File: config.mk
export PLATFORM = sky130hd
export DESIGN_NAME = niu32_io_ctrl
export DESIGN_NICKNAME = d
export VERILOG_FILES = /design/src/rtl/niu32_io_ctrl.sv
export SDC_FILE = /design/constraint.sdc
export NUM_CORES = 1
export LEC_CHECK = 0
export ABC_AREA = 1
export CORE_ASPECT_RATIO = 1.25
export CORE_MARGIN = 4
export CORE_UTILIZATION = 40
export CTS_BUF_LIST = sky130_fd_sc_hd__clkbuf_4
export CTS_CLUSTER_SIZE = 20
export DETAILED_ROUTE_END_ITERATION = 6
export GPL_ROUTABILITY_DRIVEN = 0
export PLACE_DENSITY_LB_ADDON = 0.2
export SYNTH_ARGS = -nofsm -noshare
export SYNTH_HDL_FRONTEND = slang
export SYNTH_SLANG_ARGS = --single-unit
File: constraint.sdc
create_clock -name clk -period 1.75 [get_ports clk]
set_input_delay 0.2625 -clock clk [delete_from_list [all_inputs] [get_ports clk]]
set_output_delay 0.2625 -clock clk [all_outputs]
set_load 0.01 [all_outputs]
File: src/rtl/niu32_io_ctrl.sv
// niu32_io_ctrl: memory-mapped board I/O for the niu32 core (HEX digits, LEDs, keys, switches).
// Raw keys/switches are synchronized and debounced; key presses latch into a clear-on-write edge register.

module niu32_io_debounce #(
    parameter int   DEBOUNCE_CYCLES = 16,
    parameter logic RST_VAL         = 1'b0
) (
    input  logic clk,
    input  logic reset,
    input  logic din,
    output logic db,
    output logic db_next
);
    localparam int            CW      = $clog2(DEBOUNCE_CYCLES + 1);
    localparam logic [CW-1:0] CNT_MAX = CW'(DEBOUNCE_CYCLES - 1);

    logic [CW-1:0] cnt_q, cnt_d;
    logic          db_q, db_d;

    // Counter only runs while input and debounced value disagree; any agreement restarts it.
    always_comb begin
        cnt_d = '0;
        db_d  = db_q;
        if (din != db_q) begin
            if (cnt_q == CNT_MAX) begin
                db_d = din;
            end else begin
                cnt_d = cnt_q + CW'(1);
            end
        end
    end

    always_ff @(posedge clk) begin
        if (reset) begin
            cnt_q <= '0;
            db_q  <= RST_VAL;
        end else begin
            cnt_q <= cnt_d;
            db_q  <= db_d;
        end
    end

    assign db      = db_q;
    assign db_next = db_d;
endmodule

module niu32_io_ctrl #(
    parameter int                   WORD_SIZE       = 32,
    parameter int                   DEBOUNCE_CYCLES = 16,
    parameter logic [WORD_SIZE-1:0] ADDR_HEX        = 32'hFFFF0000,
    parameter logic [WORD_SIZE-1:0] ADDR_LEDR       = 32'hFFFF0020,
    parameter logic [WORD_SIZE-1:0] ADDR_LEDG       = 32'hFFFF0040,
    parameter logic [WORD_SIZE-1:0] ADDR_KEY        = 32'hFFFF0100,
    parameter logic [WORD_SIZE-1:0] ADDR_KEYEDGE    = 32'hFFFF0104,
    parameter logic [WORD_SIZE-1:0] ADDR_SWITCH     = 32'hFFFF0120
) (
    input  logic                 clk,
    input  logic                 reset,
    input  logic [WORD_SIZE-1:0] addr,
    input  logic [WORD_SIZE-1:0] wdata,
    input  logic                 we,
    input  logic                 re,
    output logic                 hit,
    output logic [WORD_SIZE-1:0] rdata,
    output logic                 rvalid,
    input  logic [3:0]           KEY,
    input  logic [9:0]           SWITCH,
    output logic [9:0]           LEDR,
    output logic [7:0]           LEDG,
    output logic [15:0]          hex_val
);
    localparam int               NBITS    = 14;
    // Keys are active-low, so their idle (released) level is 1.
    localparam logic [NBITS-1:0] SYNC_RST = {10'b0, 4'hF};

    logic [NBITS-1:0]     sync1_q, sync1_d, sync2_q, sync2_d;
    logic [NBITS-1:0]     db, db_next;
    logic [15:0]          hex_q, hex_d;
    logic [9:0]           ledr_q, ledr_d;
    logic [7:0]           ledg_q, ledg_d;
    logic [3:0]           kedge_q, kedge_d;
    logic [WORD_SIZE-1:0] rdata_q, rdata_d;
    logic                 rvalid_q, rvalid_d;
    logic [3:0]           pressed, press_set, kedge_clr;
    logic [9:0]           sw_db;
    logic                 sel_hex, sel_ledr, sel_ledg, sel_key, sel_kedge, sel_sw;
    logic                 rd;

    for (genvar i = 0; i < NBITS; i++) begin : g_db
        niu32_io_debounce #(
            .DEBOUNCE_CYCLES(DEBOUNCE_CYCLES),
            .RST_VAL        (SYNC_RST[i])
        ) u_db (
            .clk    (clk),
            .reset  (reset),
            .din    (sync2_q[i]),
            .db     (db[i]),
            .db_next(db_next[i])
        );
    end

    always_comb begin
        sel_hex   = (addr == ADDR_HEX);
        sel_ledr  = (addr == ADDR_LEDR);
        sel_ledg  = (addr == ADDR_LEDG);
        sel_key   = (addr == ADDR_KEY);
        sel_kedge = (addr == ADDR_KEYEDGE);
        sel_sw    = (addr == ADDR_SWITCH);
        hit       = sel_hex | sel_ledr | sel_ledg | sel_key | sel_kedge | sel_sw;
        rd        = re & ~we & hit;

        sync1_d   = {SWITCH, KEY};
        sync2_d   = sync1_q;
        pressed   = ~db[3:0];
        sw_db     = db[13:4];
        // A press is the debounced key falling on this edge, so edge sets in step with pressed.
        press_set = db[3:0] & ~db_next[3:0];
        kedge_clr = (we & sel_kedge) ? wdata[3:0] : 4'h0;
        kedge_d   = (kedge_q & ~kedge_clr) | press_set;

        hex_d  = hex_q;
        ledr_d = ledr_q;
        ledg_d = ledg_q;
        if (we & sel_hex)  hex_d  = wdata[15:0];
        if (we & sel_ledr) ledr_d = wdata[9:0];
        if (we & sel_ledg) ledg_d = wdata[7:0];

        rdata_d  = '0;
        rvalid_d = rd;
        if (rd) begin
            if (sel_hex)   rdata_d = WORD_SIZE'(hex_q);
            if (sel_ledr)  rdata_d = WORD_SIZE'(ledr_q);
            if (sel_ledg)  rdata_d = WORD_SIZE'(ledg_q);
            if (sel_key)   rdata_d = WORD_SIZE'(pressed);
            if (sel_kedge) rdata_d = WORD_SIZE'(kedge_q);
            if (sel_sw)    rdata_d = WORD_SIZE'(sw_db);
        end
    end

    always_ff @(posedge clk) begin
        if (reset) begin
            sync1_q  <= SYNC_RST;
            sync2_q  <= SYNC_RST;
            hex_q    <= '0;
            ledr_q   <= '0;
            ledg_q   <= '0;
            kedge_q  <= '0;
            rdata_q  <= '0;
            rvalid_q <= 1'b0;
        end else begin
            sync1_q  <= sync1_d;
            sync2_q  <= sync2_d;
            hex_q    <= hex_d;
            ledr_q   <= ledr_d;
            ledg_q   <= ledg_d;
            kedge_q  <= kedge_d;
            rdata_q  <= rdata_d;
            rvalid_q <= rvalid_d;
        end
    end

    assign rdata   = rdata_q;
    assign rvalid  = rvalid_q;
    assign LEDR    = ledr_q;
    assign LEDG    = ledg_q;
    assign hex_val = hex_q;

    logic unused_bits;
    assign unused_bits = ^{wdata[WORD_SIZE-1:16], db_next[13:4]};
endmodule

==> results.json <==
{
  "ys_ff_latch": 167,
  "multi_input_area_mm2": 0.00302,
  "dp_slack_ns": -0.636,
  "netlist_area_mm2": 0.00705,
  "dieArea_mm2": 0.0198,
  "fillers": 1674,
  "max-clock-path-buffers": 2,
  "power_density_mw_per_mm2": 711,
  "cts.htree.levels": 4,
  "ir_drop_mv": 0.386,
  "nNetsFinal": 1105,
  "critical_path_required_ns": 1.49,
  "fin_area_mm2": 0.00893,
  "r2r_slack_ns": 0.17,
  "avgRoutedWirePerCell_um": 11.9,
  "min_from": "SWITCH[3]",
  "core_mm2": 0.0174,
  "yosys_warnings": 0,
  "setup_slack_ns": 0.0656,
  "die-width_um": 127,
  "r2r_start": "g_db[13].u_db.cnt_q[0]",
  "grt_max_degree": 32,
  "cp.buffers_inverters": 1,
  "syn_inst": 832,
  "synthArstFlopShare_pct": 0,
  "placement.io_buffers": 117,
  "yosys.area.top_type_share_pct": 47.5,
  "dr.pass1.iters": 4,
  "finalSetupTns_ns": 0,
  "drc": 0,
  "hpwl_um": 11100,
  "finalWirelength_um": 14700,
  "path_cells": "clkdlybuf4s50_1",
  "setup_violations": 0,
  "viasPerCell": 4.52,
  "layout-drive-gt1-share_pct": 17.8,
  "min_period_ns": 1.68,
  "synthFlopType": "dfxtp_1",
  "status": "complete, no violations",
  "holdWs_ns": 0.214,
  "fin_worst_skew_ns": 0.0153,
  "synthToLayoutAreaGrowth_pct": 26.7,
  "clockRootBuffer": "clkbuf_4",
  "seqCellArea_mm2": 0.00335,
  "track_usage_pct": 15.4,
  "worstHoldEndpoint": "sync1_q[7]",
  "cp-end-kind": "output pin",
  "cts_tree": "done",
  "max_freq_mhz": 594,
  "worst_setup_path_start_kind": "register",
  "critPathSlowestCell": "clkdlybuf4s50_1",
  "mostFrequentLayoutCells": "dfxtp_1, nor2_1, inv_1, nand2_1, dlygate4sd2_1",
  "drv_slew": 0,
  "postLayoutCoreUtil_pct": 51.4,
  "initial_core_util_pct": 40.6,
  "overflow": 0,
  "insertion_delay_ns": 0.55,
  "layout_commonest_cell": "dfxtp_1",
  "worstPathMaxFanout": 1,
  "yosysUniqueCellTypes": 37,
  "ys_seq_area_share_pct": 47.5,
  "crit_type": "reg -> out",
  "clkSinkCount": 167,
  "hold_class": "in -> reg",
  "antenna_left": 0,
  "finalHoldViolations": 0,
  "row_count": 54,
  "slowest_delay_ns": 0.55,
  "drt_iter0_markers": 269,
  "grt_pass1_vias": 5294,
  "post-route-period-util_pct": 96.2,
  "synth_top_cells_by_area": "dfxtp_1, nor2_1, inv_1, a211oi_2, ha_1",
  "min_path_cells": 3,
  "critPathTopFamily": "buffers and inverters",
  "grt_antenna_before_repair": 1,
  "synth.largest_area_cell": "dfxtp_1",
  "placed_cell_area_mm2": 0.00860,
  "max_cap_viol_count": 0,
  "vias": 5579,
  "arrival_ns": 1.42,
  "synth.avg_cell_area_um2": 8.47,
  "p_leak_uw": 0.00380,
  "grt_pass1_wl_um": 24900,
  "synth-edff-count": 0,
  "cts_inserted_buffers": 17,
  "reg2reg_to": "g_db[13].u_db.cnt_q[3]",
  "die-height_um": 156,
  "path_clk_slew_ns": 0.14,
  "r2r_cells": 8,
  "io_pins": 150
}
[cell usage after synthesis, types with 2 or more instances]
master	count
inv_1	134
nor2_2	2
o21ai_0	18
buf_2	4
dfxtp_1	167
buf_4	17
nor2_4	6
nor3_1	2
o21bai_1	13
o41ai_1	2
ha_1	28
a211oi_2	34
clkbuf_1	10
nand3b_1	2
or2_2	12
o211ai_1	20
nand3_4	4
nor3b_1	13
nand2_2	5
nand2_4	2
nand3_1	29
inv_2	2
nor2_1	158
buf_6	5
a21oi_1	44
nand2_1	69
nand3_2	2
nand4_1	19
[metrics by stage]
stage / instances / power (µW)
finish: 1233 / 6350
detailed placement: 1184 / 4280
global placement: 1184 / 4270
CTS: 1227 / 6450
global route: 1233 / 6630
floorplan: 847 / 4100
[final cells by class]
type / instances / share of cell area (%)
Sequential cell: 167 / 37.6
Multi-Input combinational cell: 505 / 33.8
Timing Repair Buffer: 166 / 16.6
Inverter: 138 / 5.82
Tap cell: 224 / 3.14
Clock buffer: 19 / 1.60
Clock inverter: 13 / 1.46
Antenna cell: 1 / 0.0280
[worst min-delay path, stage by stage]
cell and delay (ns):
clkdlybuf4s50_1 0.40, inv_1 0.05, nor2_1 0.03
[worst max path at each step]
| stage | depth (start not counted) | from | to | slack (ns) |
|---|---|---|---|---|
| final | 1 | rvalid | rvalid | 0.07 |
| after detailed placement | 8 | addr[16] | hit | -0.64 |
| after CTS | 1 | hex_val[14] | hex_val[14] | 0.0003 |
| after global placement | 8 | addr[16] | hit | -0.59 |
| after floorplan | 11 | addr[16] | LEDR[8] | 0.25 |
| after global routing | 9 | addr[13] | hit | -0.002 |
[logic make-up (layout without fill, tap and decap cells)]
family / after synthesis / after routing / synth area share, %
and+or+nand+nor: 327 / 327 / 22.1
buffers and inverters: 175 / 336 / 10.9
DFF: 167 / 167 / 47.5
AOI/OAI and AO/OA: 133 / 133 / 14.4
adders and majority gates: 28 / 28 / 4.97
other: 1 / 17 / 0.0532
muxes: 1 / 1 / 0.142
[state kept, by name, indices dropped and copies added, names as in the netlist]
signal and flops:
rdata 16, kedge_q 4, LEDG 8, LEDR 10, g_db.u_db.db 14, hex_val 16, g_db.u_db.cnt_q 70, sync2_q 14
rvalid 1, sync1_q 14
[routing by layer]
metal / global-route usage (%) / wire (µm) / share of wire (%)
met1: 18.7 / 6540 / 44
met2: 26.3 / 7170 / 49
met3: 4.37 / 727 / 4.9
met4: 5.26 / 284 / 1.9
met5: 0 / 0 / 0
[repair_timing]
item,in CTS,in global routing
resized for setup,99,39
pin swaps,27,29
endpoints found under the setup margin,46,14
hold endpoints to repair,0,0
setup buffers,11,6
hold buffers,0,0
[where the power goes]
| group | switching (µW) | internal (µW) | leakage [µW] |
|---|---|---|---|
| sequential | 21.8 | 3840 | 0.00136 |
| clock | 1310 | 866 | 0.000140 |
| combinational | 154 | 157 | 0.00230 |
| total | 1480 | 4860 | 0.00380 |
Power figures use the tool's default switching activity.
